==> config.mk <==
export PLATFORM = sky130hd
export DESIGN_NAME = conv3x3_seq
export DESIGN_NICKNAME = d
export VERILOG_FILES = /design/src/rtl/conv3x3_seq.sv
export SDC_FILE = /design/constraint.sdc
export NUM_CORES = 1
export LEC_CHECK = 0
export BUFFER_PORTS_ARGS = -buffer_cell sky130_fd_sc_hd__clkbuf_2
export CAP_MARGIN = 20
export CORE_AREA = 3 3 222 224
export CTS_BUF_LIST = sky130_fd_sc_hd__clkbuf_16
export DETAILED_ROUTE_END_ITERATION = 6
export DIE_AREA = 0 0 225 227
export PLACE_DENSITY = 0.73
export SLEW_MARGIN = 20
export SYNTH_ARGS = -nofsm -noshare
export SYNTH_HDL_FRONTEND = slang
export SYNTH_SLANG_ARGS = --single-unit
export TNS_END_PERCENT = 5
==> constraint.sdc <==
create_clock -name clk -period 25.4 [get_ports clk]
set_input_delay 1.27 -clock clk [delete_from_list [all_inputs] [get_ports clk]]
set_output_delay 1.27 -clock clk [all_outputs]
set_load 0.005 [all_outputs]
==> src/rtl/conv3x3_seq.sv <==
// 3x3 "same"-padded convolution sequencer: one MAC time-multiplexed over nine taps,
// bias, optional ReLU and saturation, results handed downstream over valid/ready.
module conv3x3_seq #(
    parameter int DATA_WIDTH = 16,
    parameter int FRAC_BITS  = 8,
    parameter int IMG_W      = 8,
    parameter int IMG_H      = 8,
    parameter int ADDR_W     = 6,
    parameter int RELU       = 1
) (
    input  logic                         clk,
    input  logic                         rst_n,
    input  logic                         start,
    output logic                         busy,
    output logic                         done,
    input  logic signed [DATA_WIDTH-1:0] w0,
    input  logic signed [DATA_WIDTH-1:0] w1,
    input  logic signed [DATA_WIDTH-1:0] w2,
    input  logic signed [DATA_WIDTH-1:0] w3,
    input  logic signed [DATA_WIDTH-1:0] w4,
    input  logic signed [DATA_WIDTH-1:0] w5,
    input  logic signed [DATA_WIDTH-1:0] w6,
    input  logic signed [DATA_WIDTH-1:0] w7,
    input  logic signed [DATA_WIDTH-1:0] w8,
    input  logic signed [DATA_WIDTH-1:0] bias,
    output logic                         mem_rd_en,
    output logic        [ADDR_W-1:0]     mem_addr,
    input  logic signed [DATA_WIDTH-1:0] mem_rd_data,
    output logic                         out_valid,
    input  logic                         out_ready,
    output logic signed [DATA_WIDTH-1:0] out_data,
    output logic        [ADDR_W-1:0]     out_addr
);

    localparam int ACC_W = 2*DATA_WIDTH + 4;

    typedef enum logic [2:0] {IDLE, TAP, ACC, FIN, OUT} state_t;

    state_t                   state;
    logic [3:0]               tap;
    logic [ADDR_W-1:0]        row, col;
    logic                     pad_q;
    logic signed [ACC_W-1:0]  acc;

    // {in_bounds, address} of tap k around pixel (r,c); out-of-bounds yields all zero
    function automatic logic [ADDR_W:0] tap_fetch(input logic [ADDR_W-1:0] r,
                                                  input logic [ADDR_W-1:0] c,
                                                  input logic [3:0] k);
        int rr, cc;
        rr = int'(r) + int'(k) / 3 - 1;
        cc = int'(c) + int'(k) % 3 - 1;
        if (rr >= 0 && rr < IMG_H && cc >= 0 && cc < IMG_W)
            return {1'b1, ADDR_W'(rr*IMG_W + cc)};
        return '0;
    endfunction

    logic signed [DATA_WIDTH-1:0]   wt [9];
    logic        [3:0]              widx;
    logic signed [DATA_WIDTH-1:0]   operand;
    logic signed [2*DATA_WIDTH-1:0] prod;
    logic signed [ACC_W-1:0]        bias_ext, sum, shr, smax, smin;
    logic signed [DATA_WIDTH-1:0]   res;
    logic                           last_pix;
    logic        [ADDR_W-1:0]       nrow, ncol;

    always_comb begin
        wt[0] = w0; wt[1] = w1; wt[2] = w2;
        wt[3] = w3; wt[4] = w4; wt[5] = w5;
        wt[6] = w6; wt[7] = w7; wt[8] = w8;
        // memory data arriving now belongs to the tap issued one cycle earlier
        widx    = (state == ACC) ? 4'd8 : tap - 4'd1;
        operand = pad_q ? '0 : mem_rd_data;
        prod    = operand * wt[widx];

        bias_ext = ACC_W'(bias);
        sum      = acc + (bias_ext <<< FRAC_BITS);
        shr      = sum >>> FRAC_BITS;
        if (RELU != 0 && shr < 0)
            shr = '0;
        smax = '0;
        smax[DATA_WIDTH-2:0] = '1;
        smin = '1;
        smin[DATA_WIDTH-2:0] = '0;
        if (shr > smax)
            res = smax[DATA_WIDTH-1:0];
        else if (shr < smin)
            res = smin[DATA_WIDTH-1:0];
        else
            res = shr[DATA_WIDTH-1:0];

        last_pix = (row == ADDR_W'(IMG_H-1)) && (col == ADDR_W'(IMG_W-1));
        if (col == ADDR_W'(IMG_W-1)) begin
            ncol = '0;
            nrow = row + 1'b1;
        end else begin
            ncol = col + 1'b1;
            nrow = row;
        end
    end

    // read strobe/address are registered one cycle ahead of the TAP cycle they belong to
    always_ff @(posedge clk or negedge rst_n) begin
        if (!rst_n) begin
            state     <= IDLE;
            tap       <= '0;
            row       <= '0;
            col       <= '0;
            pad_q     <= 1'b0;
            acc       <= '0;
            busy      <= 1'b0;
            done      <= 1'b0;
            mem_rd_en <= 1'b0;
            mem_addr  <= '0;
            out_valid <= 1'b0;
            out_data  <= '0;
            out_addr  <= '0;
        end else begin
            done <= 1'b0;
            case (state)
                IDLE: begin
                    if (start && !done) begin
                        row                   <= '0;
                        col                   <= '0;
                        acc                   <= '0;
                        tap                   <= '0;
                        busy                  <= 1'b1;
                        {mem_rd_en, mem_addr} <= tap_fetch('0, '0, 4'd0);
                        state                 <= TAP;
                    end
                end
                TAP: begin
                    pad_q <= !mem_rd_en;
                    if (tap != 4'd0)
                        acc <= acc + ACC_W'(prod);
                    if (tap == 4'd8) begin
                        mem_rd_en <= 1'b0;
                        mem_addr  <= '0;
                        state     <= ACC;
                    end else begin
                        tap                   <= tap + 4'd1;
                        {mem_rd_en, mem_addr} <= tap_fetch(row, col, tap + 4'd1);
                    end
                end
                ACC: begin
                    acc   <= acc + ACC_W'(prod);
                    state <= FIN;
                end
                FIN: begin
                    out_data  <= res;
                    out_addr  <= ADDR_W'(int'(row)*IMG_W + int'(col));
                    out_valid <= 1'b1;
                    state     <= OUT;
                end
                OUT: begin
                    if (out_ready) begin
                        out_valid <= 1'b0;
                        acc       <= '0;
                        tap       <= '0;
                        if (last_pix) begin
                            done  <= 1'b1;
                            busy  <= 1'b0;
                            state <= IDLE;
                        end else begin
                            row                   <= nrow;
                            col                   <= ncol;
                            {mem_rd_en, mem_addr} <= tap_fetch(nrow, ncol, 4'd0);
                            state                 <= TAP;
                        end
                    end
                end
                default: state <= IDLE;
            endcase
        end
    end

endmodule

==> report_table.html, run 1 <==
<table>
<tr><th>Metric</th><th>Value</th></tr>
<tr><th colspan="2">Status</th></tr>
<tr><td>Result of the run</td><td>finished with violations</td></tr>
<tr><td>Violated checks</td><td>design-rule violations</td></tr>
<tr><th colspan="2">Worst setup path</th></tr>
<tr><td>Critical Path Most Common Cell</td><td>fa_1</td></tr>
<tr><td>Required time at the endpoint of the critical path</td><td>25.64 ns</td></tr>
<tr><td>End of the worst register-to-register path</td><td>acc[33]</td></tr>
<tr><td>Worst path slowest cell</td><td>fa_1</td></tr>
<tr><td>Peak per-stage delay on the critical path</td><td>0.99 ns</td></tr>
<tr><td>Biggest fanout along the worst timing path</td><td>23</td></tr>
<tr><td>Critical path start-end classification</td><td>reg -&gt; reg</td></tr>
<tr><td>Worst path arrival time</td><td>10.32 ns</td></tr>
<tr><td>CP endpoint kind</td><td>flip-flop</td></tr>
<tr><td>Reg-to-reg slack, setup</td><td>15.32 ns</td></tr>
<tr><td>Count of cells along the worst register-to-register path</td><td>25</td></tr>
<tr><td>R2R Path Start</td><td>tap[0]</td></tr>
<tr><td>Launching element type of the critical path</td><td>flip-flop</td></tr>
<tr><th colspan="2">GRT</th></tr>
<tr><td>Wire length of the first global-routing pass</td><td>104.2 mm</td></tr>
<tr><td>Sum of overflow across all layers after global routing</td><td>0</td></tr>
<tr><td>Antenna violations before repair</td><td>1</td></tr>
<tr><td>Vias in the first global route</td><td>19.36k</td></tr>
<tr><td>Maximum number of pins on one net before global-route repair</td><td>65</td></tr>
<tr><td>Total track usage</td><td>0.2544</td></tr>
<tr><th colspan="2">CTS</th></tr>
<tr><td>H-tree depth</td><td>3</td></tr>
<tr><td>Buffer levels on the longest clock path</td><td>2</td></tr>
<tr><td>Clock root buffer master</td><td>clkbuf_16</td></tr>
<tr><td>CTS sink count</td><td>88</td></tr>
<tr><td>Clock tree from TritonCTS</td><td>yes</td></tr>
<tr><td>Total of hold buffers inserted after clock tree synthesis</td><td>0</td></tr>
<tr><td>Clock latency of the later-clocked register in the worst-skew pair</td><td>0.35 ns</td></tr>
<tr><td>CTS buffer count</td><td>9</td></tr>
<tr><td>Number of buffers inserted to repair setup after CTS</td><td>0</td></tr>
<tr><td>CTS-repair resized insts</td><td>0</td></tr>
<tr><td>Clk pin slew, worst setup/hold paths</td><td>0.07 ns</td></tr>
<tr><th colspan="2">Yosys</th></tr>
<tr><td>Syn nets</td><td>3184</td></tr>
<tr><td>Share of synthesized flip-flops with an asynchronous set or reset</td><td>1.000</td></tr>
<tr><td>Post-Synthesis Mean Instance Area</td><td>8.565 sq um</td></tr>
<tr><td>Most area-hungry cell type in the Yosys netlist</td><td>fa_1</td></tr>
<tr><td>Post-synthesis xor/xnor area fraction</td><td>0.03983</td></tr>
<tr><td>Count of flip-flops with a built-in enable after synthesis</td><td>0</td></tr>
<tr><td>Commonest register cell after synthesis</td><td>dfrtp_1</td></tr>
<tr><td>Fraction of the mapped netlist area in adder cells</td><td>0.4168</td></tr>
<tr><td>Top cells by area in the synthesized netlist</td><td>fa_1, ha_1, dfrtp_1</td></tr>
<tr><td>Sequential fraction of the synthesis area</td><td>0.1034</td></tr>
<tr><td>Share of synthesized area spent on multiplexers</td><td>0.01439</td></tr>
<tr><td>Combinational family with the most area after synthesis</td><td>adder cells</td></tr>
<tr><td>Number of distinct library cells after synthesis</td><td>103</td></tr>
<tr><td>Complex-gate fraction of the synthesized area</td><td>0.1742</td></tr>
<tr><td>Synth Register Bits</td><td>88</td></tr>
<tr><td>Syn Std Cell Area</td><td>21300 sq um</td></tr>
<tr><td>Yosys synthesis warning count</td><td>0</td></tr>
<tr><td>Proportion of netlist area held by the largest area contributor</td><td>0.3017</td></tr>
<tr><td>Simple-gate share of the synthesized area</td><td>0.1665</td></tr>
<tr><td>Synth Instances</td><td>2487</td></tr>
<tr><th colspan="2">Placement</th></tr>
<tr><td>Total half-perimeter wirelength after legalization and detailed placement</td><td>53.50 mm</td></tr>
<tr><td>I/O Buffers</td><td>211</td></tr>
<tr><td>Global placer's final weighted congestion</td><td>0.9593</td></tr>
<tr><th colspan="2">Detailed routing</th></tr>
<tr><td>Routed vias</td><td>18.65k</td></tr>
<tr><td>Count of antenna-violating nets left after detailed routing</td><td>0</td></tr>
<tr><td>Drt wl/cell</td><td>19.49 um</td></tr>
<tr><td>Count of routing violations after the opening detailed-route iteration</td><td>1443</td></tr>
<tr><td>Post-route DRC violation count</td><td>8</td></tr>
<tr><td>Vias per std cell</td><td>5.734</td></tr>
<tr><td>Drt first pass iters</td><td>7</td></tr>
<tr><td>Total Routed Length</td><td>63.38 mm</td></tr>
<tr><th colspan="2">Floorplanning</th></tr>
<tr><td>Horizontal extent of the die</td><td>225 um</td></tr>
<tr><td>Initial cell density of the core</td><td>0.4480</td></tr>
<tr><td>Number of top-level pins</td><td>212</td></tr>
<tr><td>DIE AREA</td><td>51080 sq um</td></tr>
<tr><td>Height of the die</td><td>227 um</td></tr>
<tr><td># rows</td><td>80</td></tr>
<tr><td>Area of the placeable core</td><td>47550 sq um</td></tr>
<tr><th colspan="2">STA</th></tr>
<tr><td>Setup repair after global routing missed its margin</td><td>false</td></tr>
<tr><td>Final count of hold timing violations</td><td>0</td></tr>
<tr><td>Max-Slew Margin vs Limit</td><td>0.2724</td></tr>
<tr><td>Worst Tran Pin Value</td><td>1.084 ns</td></tr>
<tr><td>Final TNS setup</td><td>0 ns</td></tr>
<tr><td>Maximum operating frequency</td><td>0.09925 GHz</td></tr>
<tr><td>Final critical delay including setup and external delays</td><td>10.08 ns</td></tr>
<tr><td>Slew Viols, Final</td><td>0</td></tr>
<tr><td>Final worst path period share</td><td>0.3967</td></tr>
<tr><td>Clock skew</td><td>0.009874 ns</td></tr>
<tr><td>Finish-stage setup viols</td><td>0</td></tr>
<tr><th colspan="2">Job</th></tr>
<tr><td>Max-cap check violation count</td><td>0</td></tr>
<tr><th colspan="2">Layout</th></tr>
<tr><td>Area growth syn-to-layout</td><td>9.140%</td></tr>
<tr><td>Share of cells above drive strength 1</td><td>0.1263</td></tr>
<tr><td>Number of nets in the layout</td><td>3328</td></tr>
<tr><th colspan="2">Worst hold path</th></tr>
<tr><td>Worst Hold Depth</td><td>2</td></tr>
<tr><td>Hold Crit Class</td><td>reg -&gt; reg</td></tr>
<tr><td>Capture endpoint of the worst hold path</td><td>out_addr[4]</td></tr>
<tr><td>Start point of the worst min-delay path</td><td>out_addr[4]</td></tr>
</table>
## layout make-up
| type | instances | area, sq um |
|---|---|---|
| diodes | 1 | 2.502 |
| clock buffers | 9 | 225.2 |
| clock inverters | 7 | 96.34 |
| fillers | 4453 | 24300 |
| inverters | 369 | 1385 |
| multi-input cells | 1928 | 17320 |
| flip-flops and latches | 88 | 2202 |
| well taps | 615 | 769.5 |
| repair buffers | 235 | 1242 |
## synth_stat cells (9+ instances only)
library cell / number
a221oi_1: 28
xor2_1: 32
a22oi_2: 10
o21bai_1: 10
nand3_1: 49
a31oi_1: 10
a21boi_0: 15
dfrtp_1: 88
or3_1: 9
buf_1: 17
and2_1: 29
nor4_1: 9
o21ai_0: 94
inv_1: 368
o21ai_1: 22
nand2b_1: 39
ha_1: 196
fa_1: 321
mux4_2: 9
o21a_1: 21
nor3_1: 37
or2_2: 11
a211oi_1: 10
buf_2: 22
a22oi_1: 11
xnor2_1: 58
a21oi_1: 125
nor2b_1: 25
a22o_1: 10
and3_1: 16
a21o_1: 37
nand4_1: 17
o211ai_1: 16
nand2_1: 320
nor2_1: 179
clkbuf_1: 60
o31ai_1: 16
## layer usage
layer | part of all wire | up-vias | track usage
met5 | 0 | - | 0
met4 | 0.031 | 0 | 0.07771
met3 | 0.072 | 112 | 0.03391
met2 | 0.46 | 753 | 0.4132
met1 | 0.44 | 9205 | 0.3574
li1 | - | 8576 | -
## through the flow
| step | worst slack [ns] | instance area, sq um | utilization | instances | hold WS, ns |
|---|---|---|---|---|---|
| 2_1_floorplan | 16.41 | 21300 | - | 2487 | 0.4551 |
| 3_3_place_gp | 15.55 | 22890 | 0.4814 | 3233 | 0.4697 |
| 3_5_place_dp | 15.28 | 22920 | 0.4820 | 3235 | 0.4750 |
| 4_1_cts | 15.26 | 23240 | 0.4887 | 3251 | 0.4914 |
| 5_1_grt | 14.53 | 23250 | 0.4889 | 3252 | 0.5045 |
| 6_report | 15.32 | 23250 | 0.4889 | 3252 | 0.4907 |
## worst max path at each step
stage,startpoint,to,slack [ns]
floorplan,tap[0],acc[33],16.41
global placement,tap[0],acc[33],15.55
detailed placement,tap[0],acc[33],15.28
CTS,tap[0],acc[33],15.26
global route,tap[0],acc[34],14.53
finish,tap[0],acc[33],15.32
## logic make-up after synthesis
| group | Yosys count |
|---|---|
| compound gates | 529 |
| flops | 88 |
| fa+ha+maj | 517 |
| xor+xnor | 93 |
| buf+inv | 471 |
| mux | 19 |
| simple gates | 770 |
## placed cells by master (no fill, tap or decap), drive strengths merged, types with 12 or more instances in the layout
master	instances
a2111oi	13
a21boi	19
a21o	39
a21oi	130
a221oi	30
a22oi	21
and2	30
and3	17
buf	25
clkbuf	219
dfrtp	88
fa	321
ha	196
inv	370
nand2	321
nand2b	39
nand3	50
nand4	17
nor2	180
nor2b	25
nor3	39
o211ai	17
o21a	21
o21ai	117
o31ai	16
or2	12
xnor2	59
xor2	34
## sequential cells by signal, indices dropped and copies added, names as in the netlist
signal and count:
acc 36, busy 1, col 6, done 1, mem_addr 6, mem_rd_en 1
out_addr 6, out_data 16, out_valid 1, pad_q 1, row 6, state 3
tap 4
## worst max-delay path: cells and delay by family, from the launching register on
family,cells,cell delay (ns)
AND/OR/NAND/NOR,4,1.53
buffers and inverters,3,0.39
AO/OA/AOI/OAI,10,2.65
adder cells (fa/ha/maj),8,4.68
flip-flops,1,0.72
Power of run 1 is left out: the tool's default activity adds up to more than one toggle a clock period on the data nets, which glitch-free logic cannot reach.
==> inputs of run 2 (changes only) <==
- PLACE_DENSITY: 0.73 -> 0.75
- clock period: 25.4 -> 8.95 ns (I/O delays scaled with it)
==> report_table.html, run 2 (same netlist as run 1, synthesis figures left out) <==
<table>
<tr><th>Metric</th><th>Value</th></tr>
<tr><th colspan="2">GRT</th></tr>
<tr><td>Antenna violations before repair</td><td>1</td></tr>
<tr><td>Sum of overflow across all layers after global routing</td><td>0</td></tr>
<tr><td>Vias in the first global route</td><td>19.39k</td></tr>
<tr><td>Wire length of the first global-routing pass</td><td>102.9 mm</td></tr>
<tr><td>Total track usage</td><td>0.2494</td></tr>
<tr><td>Maximum number of pins on one net before global-route repair</td><td>74</td></tr>
<tr><th colspan="2">Layout</th></tr>
<tr><td>Number of flip-flops under the largest register name</td><td>36</td></tr>
<tr><td>Number of nets in the layout</td><td>3358</td></tr>
<tr><td>Leading cell type in the layout, fill and taps excluded</td><td>inv_1</td></tr>
<tr><td>Layout Cell Area excl Fill</td><td>23500 sq um</td></tr>
<tr><td>Top register by number of flip-flops</td><td>acc</td></tr>
<tr><td>Number of cells in the finished layout apart from fillers</td><td>3282</td></tr>
<tr><td>Area growth syn-to-layout</td><td>10.34%</td></tr>
<tr><td>Highest-count cells in the layout ignoring fill and taps</td><td>inv_1, nand2_1, fa_1, clkbuf_2, ha_1</td></tr>
<tr><td>Share of cells above drive strength 1</td><td>0.1362</td></tr>
<tr><td>Largest registers</td><td>acc (36), out_data (16)</td></tr>
<tr><th colspan="2">CTS</th></tr>
<tr><td>Clock root buffer master</td><td>clkbuf_16</td></tr>
<tr><td>CTS buffer count</td><td>9</td></tr>
<tr><td>Clk pin slew, worst setup/hold paths</td><td>0.06 ns</td></tr>
<tr><td>Buffer levels on the longest clock path</td><td>2</td></tr>
<tr><td>H-tree depth</td><td>3</td></tr>
<tr><td>CTS sink count</td><td>88</td></tr>
<tr><td>Clock tree from TritonCTS</td><td>yes</td></tr>
<tr><td>Clock latency of the later-clocked register in the worst-skew pair</td><td>0.35 ns</td></tr>
<tr><th colspan="2">Detailed routing</th></tr>
<tr><td>Total Routed Length</td><td>62.16 mm</td></tr>
<tr><td>Drt wl/cell</td><td>18.94 um</td></tr>
<tr><td>Count of routing violations after the opening detailed-route iteration</td><td>1536</td></tr>
<tr><td>Count of antenna-violating nets left after detailed routing</td><td>0</td></tr>
<tr><td>Routed vias</td><td>18.66k</td></tr>
<tr><td>Drt first pass iters</td><td>6</td></tr>
<tr><td>Post-route DRC violation count</td><td>0</td></tr>
<tr><td>Vias per std cell</td><td>5.687</td></tr>
<tr><th colspan="2">STA</th></tr>
<tr><td>Setup repair after global routing missed its margin</td><td>false</td></tr>
<tr><td>Final worst path period share</td><td>0.9543</td></tr>
<tr><td>Worst Tran Pin Value</td><td>0.9488 ns</td></tr>
<tr><td>Final count of hold timing violations</td><td>0</td></tr>
<tr><td>Max-Slew Margin vs Limit</td><td>0.3674</td></tr>
<tr><td>Final TNS setup</td><td>0 ns</td></tr>
<tr><td>Finish-stage setup viols</td><td>0</td></tr>
<tr><td>Slew Viols, Final</td><td>0</td></tr>
<tr><td>Final critical delay including setup and external delays</td><td>8.541 ns</td></tr>
<tr><td>Maximum operating frequency</td><td>0.1171 GHz</td></tr>
<tr><td>Clock skew</td><td>0.005235 ns</td></tr>
<tr><td>Worst hold slack after final layout</td><td>0.4203 ns</td></tr>
<tr><th colspan="2">Worst setup path</th></tr>
<tr><td>Launching element type of the critical path</td><td>flip-flop</td></tr>
<tr><td>Critical path start-end classification</td><td>reg -&gt; reg</td></tr>
<tr><td>CP endpoint kind</td><td>flip-flop</td></tr>
<tr><td>Worst path slowest cell</td><td>fa_1</td></tr>
<tr><td>Biggest fanout along the worst timing path</td><td>16</td></tr>
<tr><td>Worst path arrival time</td><td>8.81 ns</td></tr>
<tr><td>Peak per-stage delay on the critical path</td><td>0.57 ns</td></tr>
<tr><td>Critical Path Most Common Cell</td><td>fa_1</td></tr>
<tr><td>Required time at the endpoint of the critical path</td><td>9.22 ns</td></tr>
<tr><th colspan="2">Floorplanning</th></tr>
<tr><td>Area of the placeable core</td><td>47550 sq um</td></tr>
<tr><td>DIE AREA</td><td>51080 sq um</td></tr>
<tr><td>Initial cell density of the core</td><td>0.4480</td></tr>
<tr><td>Height of the die</td><td>227 um</td></tr>
<tr><td>Number of top-level pins</td><td>212</td></tr>
<tr><td>Horizontal extent of the die</td><td>225 um</td></tr>
<tr><td># rows</td><td>80</td></tr>
<tr><th colspan="2">Placement</th></tr>
<tr><td>I/O Buffers</td><td>211</td></tr>
<tr><td>Post-placement cell area</td><td>23150 sq um</td></tr>
<tr><td>Global placer's final weighted congestion</td><td>0.9438</td></tr>
<tr><td>Placed instance count</td><td>3262</td></tr>
<tr><td>Total half-perimeter wirelength after legalization and detailed placement</td><td>53.48 mm</td></tr>
<tr><th colspan="2">Job</th></tr>
<tr><td>Max-cap check violation count</td><td>0</td></tr>
<tr><th colspan="2">Worst hold path</th></tr>
<tr><td>Hold Crit Class</td><td>in -&gt; reg</td></tr>
<tr><th colspan="2">Status</th></tr>
<tr><td>Result of the run</td><td>completed</td></tr>
</table>
-- run 2: path summary, 6_finish.rpt --
path,startpoint,to,slack [ns],depth (start not counted)
max,tap[1],acc[34],0.41,30
min,out_ready,state[2],0.42,2
max reg2reg,tap[1],acc[34],0.41,30
min reg2reg,out_addr[4],out_addr[4],0.49,2
max in group asynchronous,rst_n,tap[1],7.17,3
min in group asynchronous,rst_n,out_data[11],0.51,2
-- run 2: cell type report --
| cell class | instances | area [sq um] |
|---|---|---|
| fillers | 4477 | 24040 |
| repair buffers | 264 | 1496 |
| clock buffers | 9 | 225.2 |
| well taps | 615 | 769.5 |
| flip-flops and latches | 88 | 2203 |
| inverters | 369 | 1385 |
| diodes | 1 | 2.502 |
| clock inverters | 7 | 47.55 |
| multi-input cells | 1929 | 17370 |
-- run 2: through the flow --
| step | setup slack, ns | util |
|---|---|---|
| after floorplan | 0.08836 | - |
| after global placement | 0.1349 | 0.4868 |
| after detailed placement | 0.0007567 | 0.4868 |
| after CTS | 0.1141 | 0.4928 |
| after global routing | 0.02187 | 0.4943 |
| final | 0.4094 | 0.4943 |
-- run 2: layer usage --
layer,vias up,GRT usage,share of wire
met3,90,0.02463,0.067
met4,0,0.07218,0.027
met5,-,0,0
met1,9193,0.3521,0.44
met2,736,0.4117,0.47
li1,8645,-,-
-- run 2: repair_timing --
item | in CTS | in global routing
endpoints found under the hold margin | 15 | 0
hold buffers | 1 | 0
gates cloned | 0 | 1
pin swaps | 0 | 1
endpoints found under the setup margin | 2 | 9
resized for setup | 1 | 12
setup buffers | 0 | 0
-- run 2: critical path: cells and delay by family, from the launching register on --
| kind | cells | cell delay [ns] |
|---|---|---|
| buffers and inverters | 5 | 0.68 |
| flip-flops | 1 | 0.44 |
| XOR/XNOR | 1 | 0.19 |
| adder cells (fa/ha/maj) | 8 | 3.80 |
| AND/OR/NAND/NOR | 4 | 0.62 |
| AO/OA/AOI/OAI | 12 | 2.73 |
Power of run 2 is left out for the same reason.
